$ cat src/rtl/axis_nibble_packer.sv
// Purpose : packs LSB-aligned, nibble-granular AXI-Stream beats into dense full-width words.
// Latency : a full word is registered one cycle after the accumulator holds DATA_WIDTH bits.
// Backpr. : s_axis_tready drops when the accumulator cannot take a full beat; m_axis_* hold while stalled.
//
// Ports:
//   clk, areset                   single clock, asynchronous active-high reset
//   s_axis_tdata/tkeep/tlast      input beat; tkeep = number of valid bits (multiple of 4)
//   s_axis_tvalid/tready          input handshake
//   m_axis_tdata/tkeep/tlast      registered packed output; tkeep = valid bit count
//   m_axis_tvalid/tready          output handshake
//   err                           sticky protocol error (only when AXIS_NIBBLE_PACKER_ERR_EN is defined)
//
// Build option: define AXIS_NIBBLE_PACKER_ERR_EN to build the tkeep protocol checker behind err.
module axis_nibble_packer #(
    parameter int DATA_WIDTH = 16,
    parameter int KEEP_WIDTH = 8
) (
    input  logic                  clk,
    input  logic                  areset,
    input  logic [DATA_WIDTH-1:0] s_axis_tdata,
    input  logic                  s_axis_tvalid,
    output logic                  s_axis_tready,
    input  logic                  s_axis_tlast,
    input  logic [KEEP_WIDTH-1:0] s_axis_tkeep,
    output logic [DATA_WIDTH-1:0] m_axis_tdata,
    output logic                  m_axis_tvalid,
    input  logic                  m_axis_tready,
    output logic                  m_axis_tlast,
    output logic [KEEP_WIDTH-1:0] m_axis_tkeep,
    output logic                  err
);

    localparam int AW = 2 * DATA_WIDTH;
    localparam int FW = $clog2(AW + 1);

    typedef enum logic {RUN, FLUSH} state_t;

    state_t                state_q, state_d;
    logic [AW-1:0]         acc_q, acc_d;
    logic [FW-1:0]         fill_q, fill_d;
    logic [DATA_WIDTH-1:0] m_dat_q, m_dat_d;
    logic [KEEP_WIDTH-1:0] m_keep_q, m_keep_d;
    logic                  m_vld_q, m_vld_d;
    logic                  m_last_q, m_last_d;

    logic                  load;
    logic                  s_rdy;
    logic                  accept;
    logic                  drain;
    logic [KEEP_WIDTH-1:0] keep_rd;
    logic [FW-1:0]         keep_s;
    logic [AW-1:0]         in_ext;
    logic [AW-1:0]         acc_pd;
    logic [FW-1:0]         fill_pd;
    logic [AW-1:0]         acc_acc;
    logic [FW-1:0]         fill_acc;

    always_comb begin
        load     = !m_vld_q || m_axis_tready;

        // Sanitise tkeep: round down to a nibble, clamp to one beat.
        keep_rd  = s_axis_tkeep & ~KEEP_WIDTH'(3);
        keep_s   = (keep_rd > KEEP_WIDTH'(DATA_WIDTH)) ? FW'(DATA_WIDTH) : FW'(keep_rd);
        in_ext   = {{DATA_WIDTH{1'b0}}, s_axis_tdata} & ~({AW{1'b1}} << keep_s);

        // Ready only from registered state: either the beat fits now, or a
        // drain this cycle makes room (fill - DATA_WIDTH + DATA_WIDTH <= 2*DATA_WIDTH).
        s_rdy    = !areset && (state_q == RUN) && ((fill_q <= FW'(DATA_WIDTH)) || load);
        accept   = s_axis_tvalid && s_rdy;
        drain    = (state_q == RUN) && load && (fill_q >= FW'(DATA_WIDTH));

        // Drain happens first; the accepted beat lands at the post-drain fill.
        acc_pd   = drain ? (acc_q >> DATA_WIDTH) : acc_q;
        fill_pd  = drain ? (fill_q - FW'(DATA_WIDTH)) : fill_q;
        acc_acc  = accept ? (acc_pd | (in_ext << fill_pd)) : acc_pd;
        fill_acc = accept ? (fill_pd + keep_s) : fill_pd;

        state_d  = state_q;
        acc_d    = acc_q;
        fill_d   = fill_q;
        m_dat_d  = m_dat_q;
        m_keep_d = m_keep_q;
        m_vld_d  = m_vld_q;
        m_last_d = m_last_q;

        case (state_q)
            RUN: begin
                acc_d  = acc_acc;
                fill_d = fill_acc;
                if (drain) begin
                    m_vld_d  = 1'b1;
                    m_dat_d  = acc_q[DATA_WIDTH-1:0];
                    m_keep_d = KEEP_WIDTH'(DATA_WIDTH);
                    // A tlast beat that empties the accumulator rides on this word.
                    m_last_d = accept && s_axis_tlast && (fill_acc == '0);
                end else if (load) begin
                    m_vld_d  = 1'b0;
                end
                if (accept && s_axis_tlast && !(drain && (fill_acc == '0))) begin
                    state_d = FLUSH;
                end
            end
            FLUSH: begin
                if (load) begin
                    m_vld_d = 1'b1;
                    m_dat_d = acc_q[DATA_WIDTH-1:0];
                    if (fill_q > FW'(DATA_WIDTH)) begin
                        m_keep_d = KEEP_WIDTH'(DATA_WIDTH);
                        m_last_d = 1'b0;
                        acc_d    = acc_q >> DATA_WIDTH;
                        fill_d   = fill_q - FW'(DATA_WIDTH);
                    end else begin
                        // Bits above fill are always zero, so the tail needs no masking.
                        // fill == 0 here yields the zero-length terminator.
                        m_keep_d = KEEP_WIDTH'(fill_q);
                        m_last_d = 1'b1;
                        acc_d    = '0;
                        fill_d   = '0;
                        state_d  = RUN;
                    end
                end
            end
            default: state_d = RUN;
        endcase
    end

    always_ff @(posedge clk or posedge areset) begin
        if (areset) begin
            state_q  <= RUN;
            acc_q    <= '0;
            fill_q   <= '0;
            m_dat_q  <= '0;
            m_keep_q <= '0;
            m_vld_q  <= 1'b0;
            m_last_q <= 1'b0;
        end else begin
            state_q  <= state_d;
            acc_q    <= acc_d;
            fill_q   <= fill_d;
            m_dat_q  <= m_dat_d;
            m_keep_q <= m_keep_d;
            m_vld_q  <= m_vld_d;
            m_last_q <= m_last_d;
        end
    end

    assign s_axis_tready = s_rdy;
    assign m_axis_tdata  = m_dat_q;
    assign m_axis_tkeep  = m_keep_q;
    assign m_axis_tvalid = m_vld_q;
    assign m_axis_tlast  = m_last_q;

`ifdef AXIS_NIBBLE_PACKER_ERR_EN
    logic err_q;
    logic bad_keep;

    // Flags a non-nibble or oversize count, or an empty beat that does not close a packet.
    assign bad_keep = (s_axis_tkeep[1:0] != 2'b00) ||
                      (s_axis_tkeep > KEEP_WIDTH'(DATA_WIDTH)) ||
                      ((s_axis_tkeep == '0) && !s_axis_tlast);

    always_ff @(posedge clk or posedge areset) begin
        if (areset) begin
            err_q <= 1'b0;
        end else if (accept && bad_keep) begin
            err_q <= 1'b1;
        end
    end

    assign err = err_q;
`else
    assign err = 1'b0;
`endif

endmodule
$ cat config.mk
export PLATFORM = sky130hd
export DESIGN_NAME = axis_nibble_packer
export DESIGN_NICKNAME = d
export VERILOG_FILES = /design/src/rtl/axis_nibble_packer.sv
export SDC_FILE = /design/constraint.sdc
export NUM_CORES = 1
export LEC_CHECK = 0
export BUFFER_PORTS_ARGS = -buffer_cell sky130_fd_sc_hd__clkbuf_2
export CORE_MARGIN = 3
export CORE_UTILIZATION = 50
export DETAILED_ROUTE_END_ITERATION = 16
export PLACE_DENSITY = 0.78
export SLEW_MARGIN = 10
export SYNTH_ARGS = -nofsm -noshare
export SYNTH_HDL_FRONTEND = slang
export SYNTH_SLANG_ARGS = --single-unit
export TNS_END_PERCENT = 10
$ cat constraint.sdc
create_clock -name clk -period 3.2 [get_ports clk]
set_clock_uncertainty 0.05 [all_clocks]
set_input_delay 0.96 -clock clk [delete_from_list [all_inputs] [get_ports clk]]
set_output_delay 0.96 -clock clk [all_outputs]
set_load 0.005 [all_outputs]
==> impl_metrics.yaml <==
setup_path:
  cp_cell_sequence: "inv_1 > ha_1 > nor2_2 > a21oi_1 > nor2_1 > inv_2 > ha_1 > a311oi_1 > o21ai_0 > o221a_1 > o31a_1"
  required_ns: 3.37
  r2r_slack_ns: 0.18
  cp.depth: 11
  r2r_cells: 11
  r2r-start: "fill_q[4]"
  cpPeakStageDelay_ns: 0.40
  crit_slowest_cell: "dfrtp_1"
  worst-path-max-fanout: 8
  start_kind: "register"
  cpMostUsedCell: "ha_1"
  critPathBufInv: 2
  arrival_ns: 3.19
  crit_family: "compound AO/OA/AOI/OAI gates"
  regToRegEndpoint: "state_q"
  setup.worst_path.end_class: "register"
  crit_type: "reg2reg"
sta:
  maxSlewHeadroom_pct: 57.0
  rsz0062_at_grt: "false"
  fmax_mhz: 331
  period_minus_slack_ns: 3.02
  finalHoldViolCount: 0
  timing.final.ws_setup_ns: 0.181
  fin_crit_sh_pct: 94.3
  maxSlewViolCount: 0
  finalSetupTns_ns: 0
  setup_violations: 0
  tightest_slew_ns: 0.644
synth:
  synth.cell_area_um2: 3410
  synth_top_area_share_pct: 44.1
  synth_area_leader_cell: "dfrtp_1"
  netlist_instances: 382
  seq_area_frac_synth_pct: 44.1
  synth.most_common_cell: "nand2_1"
  synth_top_flop_cell: "dfrtp_1"
  synth.area.top_cells: "dfrtp_1 (44%), nand2_1 (9.0%), a21oi_1 (2.8%)"
  synth_common_cells: "nand2_1 (82), dfrtp_1 (60), clkbuf_1 (20), a21oi_1 (19)"
  syn_area_per_cell_um2: 8.92
  yosysUniqueCellTypes: 61
  ys_async_sr_fraction_pct: 100
  synth_warnings: 0
  ys_seq_elements: 60
  synth-edff-count: 0
grt:
  grt_pass1_wl_mm: 14.3
  antenna_found_initial: 0
  grt_max_degree: 45
  grt-ovfl-total: 0
  grt_pass1_vias: 2921
  grtUsageTotal_pct: 24.1
hold_path:
  hold_depth: 2
  min_path_type: "reg2reg"
  hold_path.startpoint: "acc_q[9]"
  worstHoldEndpoint: "m_axis_tdata[9]"
place:
  gp_congestion: 0.936
  place_inst: 497
  pre_cts_ws_ns: 0.0647
  dp_hpwl_mm: 6.42
  port_buffers: 51
layout:
  area_growth_pct: 16.2
  drive_above_1_share_pct: 21.2
  n_antenna_cell: 0
  nets: 467
  finalNonFillerCells: 511
clock_tree:
  ctsLongestPathBuffers: 2
  cts_hold_buf: 0
  clk_latency_ns: 0.34
  clk_pin_slew_worst_paths_ns: 0.06
  cts_setup_buffers: 0
  clockRootBuffer: "clkbuf_8"
  cts_resized: 0
  htreeDepth: 3
  cts.sinks: 60
  numCtsBuffers: 9
  tritoncts: "built"
detailed_routing:
  drc_errors: 0
  via_per_inst: 6.24
  drtPass1Iterations: 5
  drtIter0Drc: 276
  wirelength_mm: 9.04
  via_count: 3189
  ant_nets: 0
  wl_per_cell_um: 17.7
floorplanning:
  rows: 29
  fp.coreArea_um2: 6460
  die_x_um: 88.5
  ios: 57
  start_util_pct: 52.8
  die_area_um2: 7840
  fp.dieH_um: 88.5
power:
  leakage_nw: 1.91
  powerDensity_nw_per_um2: 942
  max-vdd-ir-drop_mv: 0.553
run_status:
  status: "complete, no violations"
job:
  drv_cap: 0
worst max-delay path by stage:
stage                        from  slack, ns       to
CTS                     fill_q[4]       0.20  state_q
global placement    m_axis_tready        0.1  state_q
global route            fill_q[4]       0.03  state_q
floorplan           m_axis_tready       0.06  state_q
finish                  fill_q[4]       0.18  state_q
detailed placement  m_axis_tready       0.06  state_q
through the flow:
stage	util [%]	area (µm²)	total power, mW	hold slack, ns
4_1_cts	61.3	3960	3.73	0.420
6_report	61.3	3960	3.73	0.419
3_3_place_gp	58.4	3770	2.99	0.402
5_1_grt	61.3	3960	4.01	0.445
2_1_floorplan	-	3410	2.45	0.389
3_5_place_dp	58.4	3770	3.05	0.406
placed cells by master, fill, tap and decap left out, types with 3 or more instances in the layout:
master / instances
a211oi_1: 7
a21o_1: 9
a21oi_1: 19
a221o_1: 3
a221oi_1: 4
a22o_1: 9
a22oi_1: 9
a2bb2oi_1: 4
a31oi_1: 3
a32o_1: 6
a32oi_1: 4
and3_1: 3
buf_4: 14
clkbuf_2: 51
clkbuf_8: 11
conb_1: 3
dfrtp_1: 60
ha_1: 7
inv_1: 7
inv_2: 4
nand2_1: 82
nand3_1: 12
nand4_1: 3
nor2_1: 9
nor2b_1: 5
nor3_1: 5
o211ai_1: 7
o21ai_0: 12
o21ai_1: 10
o22ai_1: 4
o31ai_1: 6
o41ai_1: 3
registers in the layout, indices dropped and copies added (netlist names):
signal         flops
acc_q             32
m_axis_tvalid      1
m_axis_tlast       1
fill_q             4
m_axis_tkeep       5
state_q            1
m_axis_tdata      16
where the power goes:
group | internal (mW) | leakage, nW | total [mW] | switching (mW)
logic | 0.726 | 1.02 | 1.87 | 1.14
registers | 1.03 | 0.795 | 1.20 | 0.164
clock network | 0.392 | 0.0983 | 0.667 | 0.275
total | 2.15 | 1.91 | 3.73 | 1.58
cell families (layout without fill, tap and decap cells):
| kind of cell | after synthesis | in the layout | synth area share [%] |
|---|---|---|---|
| buffers and inverters | 42 | 92 | 5.36 |
| other | 1 | 3 | 0.110 |
| and+or+nand+nor | 135 | 135 | 18.3 |
| DFF | 60 | 60 | 44.1 |
| AOI/OAI and AO/OA | 131 | 131 | 27.8 |
| muxes | 4 | 4 | 1.25 |
| xor gates and xnor gates | 2 | 2 | 0.514 |
| adders and majority gates | 7 | 7 | 2.57 |
metal layers:
metal  part of all wire [%]  vias up  track usage [%]  wire (µm)
li1                       -     1500                -          -
met1                     45     1507             32.5       4030
met2                     46      157             36.7       4130
met3                    6.8       25             5.40        615
met4                    2.8        0             11.8        257
met5                      0        -                0          0
worst reg2reg max path: cells and delay by family (launching register included):
| family | cells | cell delay [ns] |
|---|---|---|
| adder cells (fa/ha/maj) | 2 | 0.62 |
| flip-flops | 1 | 0.40 |
| buffers and inverters | 2 | 0.21 |
| AND/OR/NAND/NOR | 2 | 0.45 |
| AO/OA/AOI/OAI | 5 | 1.16 |
cell type report:
cell class	count	area, µm²
inverter	11	41.3
sequential	60	1500
multi-input combinational	282	1730
fill	566	2500
clock buffer	12	155
clock inverter	2	35.0
timing repair buffer	67	400
tap	77	96.3
Power figures use the tool's default switching activity.
